**src/rtl/simmem_read_responder.sv**
```systemverilog
// Simulated-memory read responder: accepts one read-address request at a time and
// answers it with a short burst of tagged, deterministic read-data beats.

package simmem_pkg;

    parameter int unsigned MaxBurstLength = 4;

    typedef enum logic [1:0] {
        BurstFixed = 2'd0,
        BurstIncr  = 2'd1,
        BurstWrap  = 2'd2,
        BurstRsvd  = 2'd3
    } burst_type_e;

    typedef struct packed {
        logic [3:0] id;
        logic [7:0] addr;
        logic [7:0] burst_length;
        logic [2:0] burst_size;
        logic [1:0] burst_type;
        logic       lock;
        logic [3:0] cache;
        logic [2:0] prot;
        logic [3:0] qos;
        logic [1:0] region;
    } read_addr_req_t;

    typedef struct packed {
        logic [3:0]  id;
        logic [31:0] data;
        logic [1:0]  response;
        logic        last;
        logic [1:0]  user;
    } read_data_resp_t;

endpackage

module simmem_read_responder
    import simmem_pkg::*;
#(
    parameter int unsigned MaxBurstLen = simmem_pkg::MaxBurstLength,
    parameter logic [7:0]  DataTag     = 8'hA5
) (
    input  logic            clk_i,
    input  logic            rst_i,

    input  logic            raddr_in_valid_i,
    output logic            raddr_in_ready_o,
    input  read_addr_req_t  raddr_in_i,

    output logic            rdata_out_valid_o,
    input  logic            rdata_out_ready_i,
    output read_data_resp_t rdata_out_o
);

    typedef enum logic {StIdle, StBurst} state_e;

    state_e     state_q, state_d;
    logic [3:0] id_q, id_d;
    logic [7:0] cur_addr_q, cur_addr_d;
    logic [2:0] burst_size_q, burst_size_d;
    logic [1:0] burst_type_q, burst_type_d;
    logic [8:0] beat_idx_q, beat_idx_d;
    logic [8:0] beat_count_q, beat_count_d;

    logic [8:0] req_beats;
    logic [8:0] max_beats;
    logic       last_beat;
    logic [7:0] addr_step;

    // Fields the responder does not model.
    logic unused_req_fields;
    assign unused_req_fields = ^{raddr_in_i.lock, raddr_in_i.cache, raddr_in_i.prot,
                                 raddr_in_i.qos, raddr_in_i.region};

    // 9-bit sum so burst_length=255 yields 256 before clamping.
    assign req_beats = {1'b0, raddr_in_i.burst_length} + 9'd1;
    assign max_beats = 9'(MaxBurstLen);
    assign last_beat = (beat_idx_q == beat_count_q - 9'd1);
    assign addr_step = 8'(8'd1 << burst_size_q);

    always_comb begin
        state_d           = state_q;
        id_d              = id_q;
        cur_addr_d        = cur_addr_q;
        burst_size_d      = burst_size_q;
        burst_type_d      = burst_type_q;
        beat_idx_d        = beat_idx_q;
        beat_count_d      = beat_count_q;
        raddr_in_ready_o  = 1'b0;
        rdata_out_valid_o = 1'b0;
        rdata_out_o       = '0;

        unique case (state_q)
            StIdle: begin
                raddr_in_ready_o = 1'b1;
                if (raddr_in_valid_i) begin
                    id_d         = raddr_in_i.id;
                    cur_addr_d   = raddr_in_i.addr;
                    burst_size_d = raddr_in_i.burst_size;
                    burst_type_d = raddr_in_i.burst_type;
                    beat_idx_d   = '0;
                    beat_count_d = (req_beats < max_beats) ? req_beats : max_beats;
                    state_d      = StBurst;
                end
            end
            StBurst: begin
                rdata_out_valid_o    = 1'b1;
                rdata_out_o.id       = id_q;
                rdata_out_o.data     = {4'h0, id_q, cur_addr_q, beat_idx_q[7:0], DataTag};
                rdata_out_o.response = 2'b00;
                rdata_out_o.last     = last_beat;
                if (rdata_out_ready_i) begin
                    beat_idx_d = beat_idx_q + 9'd1;
                    // WRAP behaves as INCR; reserved behaves as FIXED.
                    if (burst_type_q == BurstIncr || burst_type_q == BurstWrap) begin
                        cur_addr_d = cur_addr_q + addr_step;
                    end
                    if (last_beat) begin
                        state_d = StIdle;
                    end
                end
            end
            default: state_d = StIdle;
        endcase
    end

    always_ff @(posedge clk_i) begin
        if (rst_i) begin
            state_q      <= StIdle;
            id_q         <= '0;
            cur_addr_q   <= '0;
            burst_size_q <= '0;
            burst_type_q <= '0;
            beat_idx_q   <= '0;
            beat_count_q <= '0;
        end else begin
            state_q      <= state_d;
            id_q         <= id_d;
            cur_addr_q   <= cur_addr_d;
            burst_size_q <= burst_size_d;
            burst_type_q <= burst_type_d;
            beat_idx_q   <= beat_idx_d;
            beat_count_q <= beat_count_d;
        end
    end

endmodule

```
**config.mk**
```make
export PLATFORM = sky130hd
export DESIGN_NAME = simmem_read_responder
export DESIGN_NICKNAME = d
export VERILOG_FILES = /design/src/rtl/simmem_read_responder.sv
export SDC_FILE = /design/constraint.sdc
export NUM_CORES = 1
export LEC_CHECK = 0
export CAP_MARGIN = 20
export CORE_MARGIN = 8
export CORE_UTILIZATION = 49
export CTS_CLUSTER_SIZE = 40
export DETAILED_ROUTE_END_ITERATION = 12
export PLACE_DENSITY_LB_ADDON = 0.15
export SYNTH_ARGS = -nofsm -noshare
export SYNTH_HDL_FRONTEND = slang
export SYNTH_SLANG_ARGS = --single-unit
```
**constraint.sdc**
```tcl
create_clock -name clk_i -period 6.3 [get_ports clk_i]
set_clock_uncertainty 0.2 [all_clocks]
set_input_delay 0.63 -clock clk_i [delete_from_list [all_inputs] [get_ports clk_i]]
set_output_delay 0.63 -clock clk_i [all_outputs]
set_load 0.03 [all_outputs]
```
* Word level (Yosys, flattened, before mapping) *
Cells that the tools add are included.

storage, ports and cells
  bits in registers = 36
  bits in latches = 0
  bits in writable memories = 0
  ROM bits = 0
  memories kept = 0

operators by class
  $add $sub $neg = 4
  $mul = 0
  divide/modulo/power cells = 0
  magnitude comparators = 1
  equality and inequality tests = 6
  shift-type cells = 1
  muxes and demuxes = 15
  bitwise operators = 1
  reduce and logical (&&, ||, !) cells = 4

operator list
  cell                 number
  $mux 39              1
  $mux 9               3
  $mux 8               3
  $pmux 9 s2           1
  $pmux 8 s2           1
  $add 8x1->9 const B  1
  $add 9x1->9 const B  1
  $eq 9x9->1           1
  $lt 9x3->1 const B   1
  $sub 9x1->9 const B  1
  $add 8x8->8          1
  $shl 1x3->8 const A  1
  $mux 1               5
  $ne 2x2->1 const B   2
  $reduce_and 2->1     2
  $reduce_and 3->1     1
  $eq 2x1->1 const B   1
  $eq 2x2->1 const B   1
  $ne 2x1->1 const B   1
  $pmux 1 s2           1
  $logic_or 1x1->1     1
  $not 1->1            1

* Depth between registers and ports, before layout *
  depth after elaboration = 5
  mapped depth = 11

* Least setup slack after synthesis *
OpenSTA, ideal clock, no wires.

  path kind = reg2out
  start point = reg state_q
  end point = out rdata_out_o[37] in the netlist's numbering
  arrival time = 1.899 ns
  required time = 5.470 ns
  setup slack = 3.571 ns
  stages on the path, launching flop included = 6
  path buffers = 4
  path through = dfxtp_1 -> buf_2 -> clkbuf_1 -> clkbuf_1 -> and2_1 -> buf_4

RTL lines
  item                    RTL line  source
  start, declared         58        state_e state_q, state_d;
  start signal, assigned  130       state_q <= StIdle;
  start signal, assigned  138       state_q <= state_d;
  end, declared           53        output read_data_resp_t rdata_out_o

==> flow_metrics.py <==
metrics = {
    "sta": {
        "drv_slew": 0,
        "setup_slack_ns": 2.74,
        "period_needed_ns": 3.56,
        "worst_slew_pin_slew_ns": 1.05,
        "fin_crit_sh_pct": 56.5,
        "rsz0062_at_grt": "no",
        "slew_headroom_pct": 29.8,
        "fmax_mhz": 281,
        "tns_ns": 0,
        "hold_viol": 0,
        "setup_violations": 0,
        "whs_ns": 0.253,
    },
    "yosys": {
        "synthSimpleGateAreaFrac_pct": 28.7,
        "netlist.area_leader.share_pct": 30.0,
        "synth_top_family_by_area": "simple AND/OR/NAND/NOR gates",
        "ys_top_cells_by_area": "dfxtp_1, and2_1, buf_4",
        "synth_cell_types": 51,
        "syn_inst": 298,
        "synth_enable_flop_cells": 0,
        "ys_seq_area_share_pct": 30.0,
        "synth-compound-area-share_pct": 15.6,
        "synthAdderAreaFrac_pct": 6.05,
        "synth_area_um2": 2400,
        "syn_avg_cell_area_um2": 8.05,
        "synth_ff_type": "dfxtp_1",
        "synth_seq_cells": 36,
        "synth_xor_area_share_pct": 6.52,
        "synth_area_leader_cell": "dfxtp_1",
        "async_flop_share_pct": 0,
        "yosys_warnings": 0,
        "muxShareOfSynthArea_pct": 2.50,
    },
    "detailed_routing": {
        "final_antenna_net_count": 0,
        "vias": 2081,
        "wire_per_inst_um": 13.5,
        "avgViaCountPerCell": 5.06,
        "drt_iter0_drc": 91,
        "drc_errors": 0,
        "routed_wl_mm": 5.56,
        "dr.pass1.iters": 4,
    },
    "critical_path": {
        "arrival_ns": 2.73,
        "start_kind": "flip-flop",
        "crit_top_cell": "and2_1",
        "rrSetupSlack_ns": 3.61,
        "r2r_cells": 8,
        "cp_cell_sequence": "inv_1 -> ha_1 -> and2_1 -> o21ai_0 -> a31oi_1 -> nor3_1 -> o2111a_1 -> and2_1 -> clkdlybuf4s50_1",
        "critPathSlowestCell": "clkdlybuf4s50_1",
        "endpoint": "rdata_out_o[2]",
        "crit_required_ns": 5.47,
        "r2r_end": "cur_addr_q[6]",
        "critPathLaunch": "beat_count_q[0]",
        "critPathMaxFanout": 7,
        "cpPeakStageDelay_ns": 0.67,
        "worst_setup_path_end_kind": "output pin",
        "timing.rr.start": "burst_size_q[0]",
        "path_class": "flip-flop to output pin",
    },
    "cts": {
        "postCtsSetupBuffers": 0,
        "ctsResizeCount": 0,
        "cts_tree": "yes",
        "clk_pin_slew_worst_paths_ns": 0.07,
        "h-tree-depth": 2,
        "clockBufferDepth": 2,
        "cts_made_buffers": 5,
        "cts.sink_count": 36,
        "cts_hold_buffers": 0,
        "cts-root-buf": "clkbuf_8",
        "clock_latency_ns": 0.28,
    },
    "placement": {
        "io_buffer_count": 59,
        "dp_slack_ns": 3.03,
        "hpwl_mm": 4.13,
        "gp_congestion": 0.829,
    },
    "global_routing": {
        "grt_overflow": 0,
        "grt_util_all_layers_pct": 15.0,
        "grt_pass1_vias": 2027,
        "grt_pass1_wl_mm": 9.16,
        "grt_max_degree": 32,
        "antenna_found_initial": 0,
    },
    "finish": {
        "antenna_cells": 0,
        "nNetsFinal": 397,
        "areaGrowthSynthToFinish_pct": 24.8,
        "drive_gt1_share_pct": 5.23,
    },
    "power": {
        "ir_worst_vdd_mv": 0.102,
        "power_density_nw_per_um2": 180,
        "cellLeakagePower_nw": 1.22,
        "p_total_mw": 0.539,
    },
    "die": {
        "coreArea_um2": 4720,
        "dieWidth_um": 86.0,
        "rows": 25,
        "design.die.area_um2": 7390,
        "initial_utilization_pct": 50.8,
        "die_h_um": 86.0,
        "ioPinCount": 86,
    },
    "min_path": {
        "worstHoldPathType": "flip-flop to flip-flop",
    },
    "status": {
        "status": "completed",
    },
    "run": {
        "max_cap_violations": 0,
    },
}
worst min-delay path by stage:
stage          startpoint      end  slack, ns  depth (start not counted)
6_report          id_q[1]  id_q[1]       0.25                          2
4_1_cts           id_q[3]  id_q[3]       0.25                          2
5_1_grt           id_q[3]  id_q[3]       0.27                          2
3_5_place_dp      id_q[3]  id_q[3]       0.24                          2
2_1_floorplan     id_q[0]  id_q[0]       0.23                          2
3_3_place_gp      id_q[1]  id_q[1]       0.24                          2
sequential cells by signal, summed over array words and instances (netlist names):
register and cells:
burst_type_q 2, id_q 4, beat_idx_q 9, cur_addr_q 8
state_q 1, burst_size_q 3, beat_count_q 9
metal layers:
layer | global-route usage [%] | part of all wire [%] | vias up | wire length [µm]
met3 | 4.20 | 7.7 | 2 | 430
met5 | 0 | 0 | - | 0
met4 | 3.98 | 0.49 | 0 | 27
li1 | - | - | 1074 | -
met2 | 24.8 | 44 | 66 | 2450
met1 | 18.6 | 48 | 939 | 2660
cells by family after synthesis:
kind of cell	Yosys count
AND/OR/NAND/NOR	131
AO/OA/AOI/OAI	56
buffers and inverters	40
flip-flops	36
XOR/XNOR	17
adder cells (fa/ha/maj)	11
multiplexers	6
other	1
worst max-delay path: cells and delay by family (launching register included):
kind,cells,cell delay [ns]
compound gates,3,0.51
fa+ha+maj,1,0.28
buf+inv,2,0.74
flops,1,0.43
simple gates,3,0.48
power by group:
| part | switching, mW | leakage (nW) | total [mW] | internal, mW |
|---|---|---|---|---|
| combinational | 0.0692 | 0.876 | 0.124 | 0.0546 |
| clock | 0.0811 | 0.0510 | 0.168 | 0.0873 |
| sequential | 0.00999 | 0.294 | 0.247 | 0.237 |
area by class of cell:
class / count / area, µm²
sequential: 36 / 721
clock inverter: 2 / 10.0
multi-input combinational: 233 / 1470
fill: 423 / 1730
inverter: 6 / 22.5
timing repair buffer: 61 / 606
tap: 67 / 83.8
clock buffer: 6 / 82.6
synth_stat cells, types with 4 or more instances:
cell type / instances
and2_1: 28
buf_4: 20
clkbuf_1: 9
a211oi_1: 8
mux2i_1: 6
nor3_1: 8
inv_1: 5
nor2_1: 34
a21oi_1: 19
xnor2_1: 13
o21a_1: 6
nor2b_1: 4
nand3_1: 11
nand2b_1: 4
nand2_1: 25
o21ai_0: 5
ha_1: 10
dfxtp_1: 36
through the flow:
step | cells | util, % | cell area (µm²)
finish | 411 | 63.4 | 2990
floorplan | 309 | - | 2440
global placement | 403 | 61.4 | 2900
detailed placement | 403 | 61.4 | 2900
global route | 411 | 63.4 | 2990
CTS | 411 | 63.4 | 2990
placed cells by master, fill, tap and decap left out, drive strengths merged, types with 3 or more instances in the layout:
| cell | netlist | final |
|---|---|---|
| nor2b | 4 | 4 |
| conb | 1 | 12 |
| a31oi | 3 | 3 |
| o21ai | 7 | 7 |
| clkdlybuf4s50 | 0 | 59 |
| nand2 | 26 | 26 |
| and2 | 28 | 28 |
| nand3 | 11 | 11 |
| ha | 10 | 10 |
| a211oi | 9 | 9 |
| xor2 | 4 | 4 |
| nor2 | 35 | 35 |
| nor3 | 8 | 8 |
| xnor2 | 13 | 13 |
| and3 | 3 | 3 |
| a21oi | 19 | 19 |
| inv | 6 | 6 |
| nand2b | 4 | 4 |
| clkbuf | 9 | 6 |
| o21a | 6 | 6 |
| dfxtp | 36 | 36 |
| mux2i | 6 | 6 |
Power figures use the tool's default switching activity.
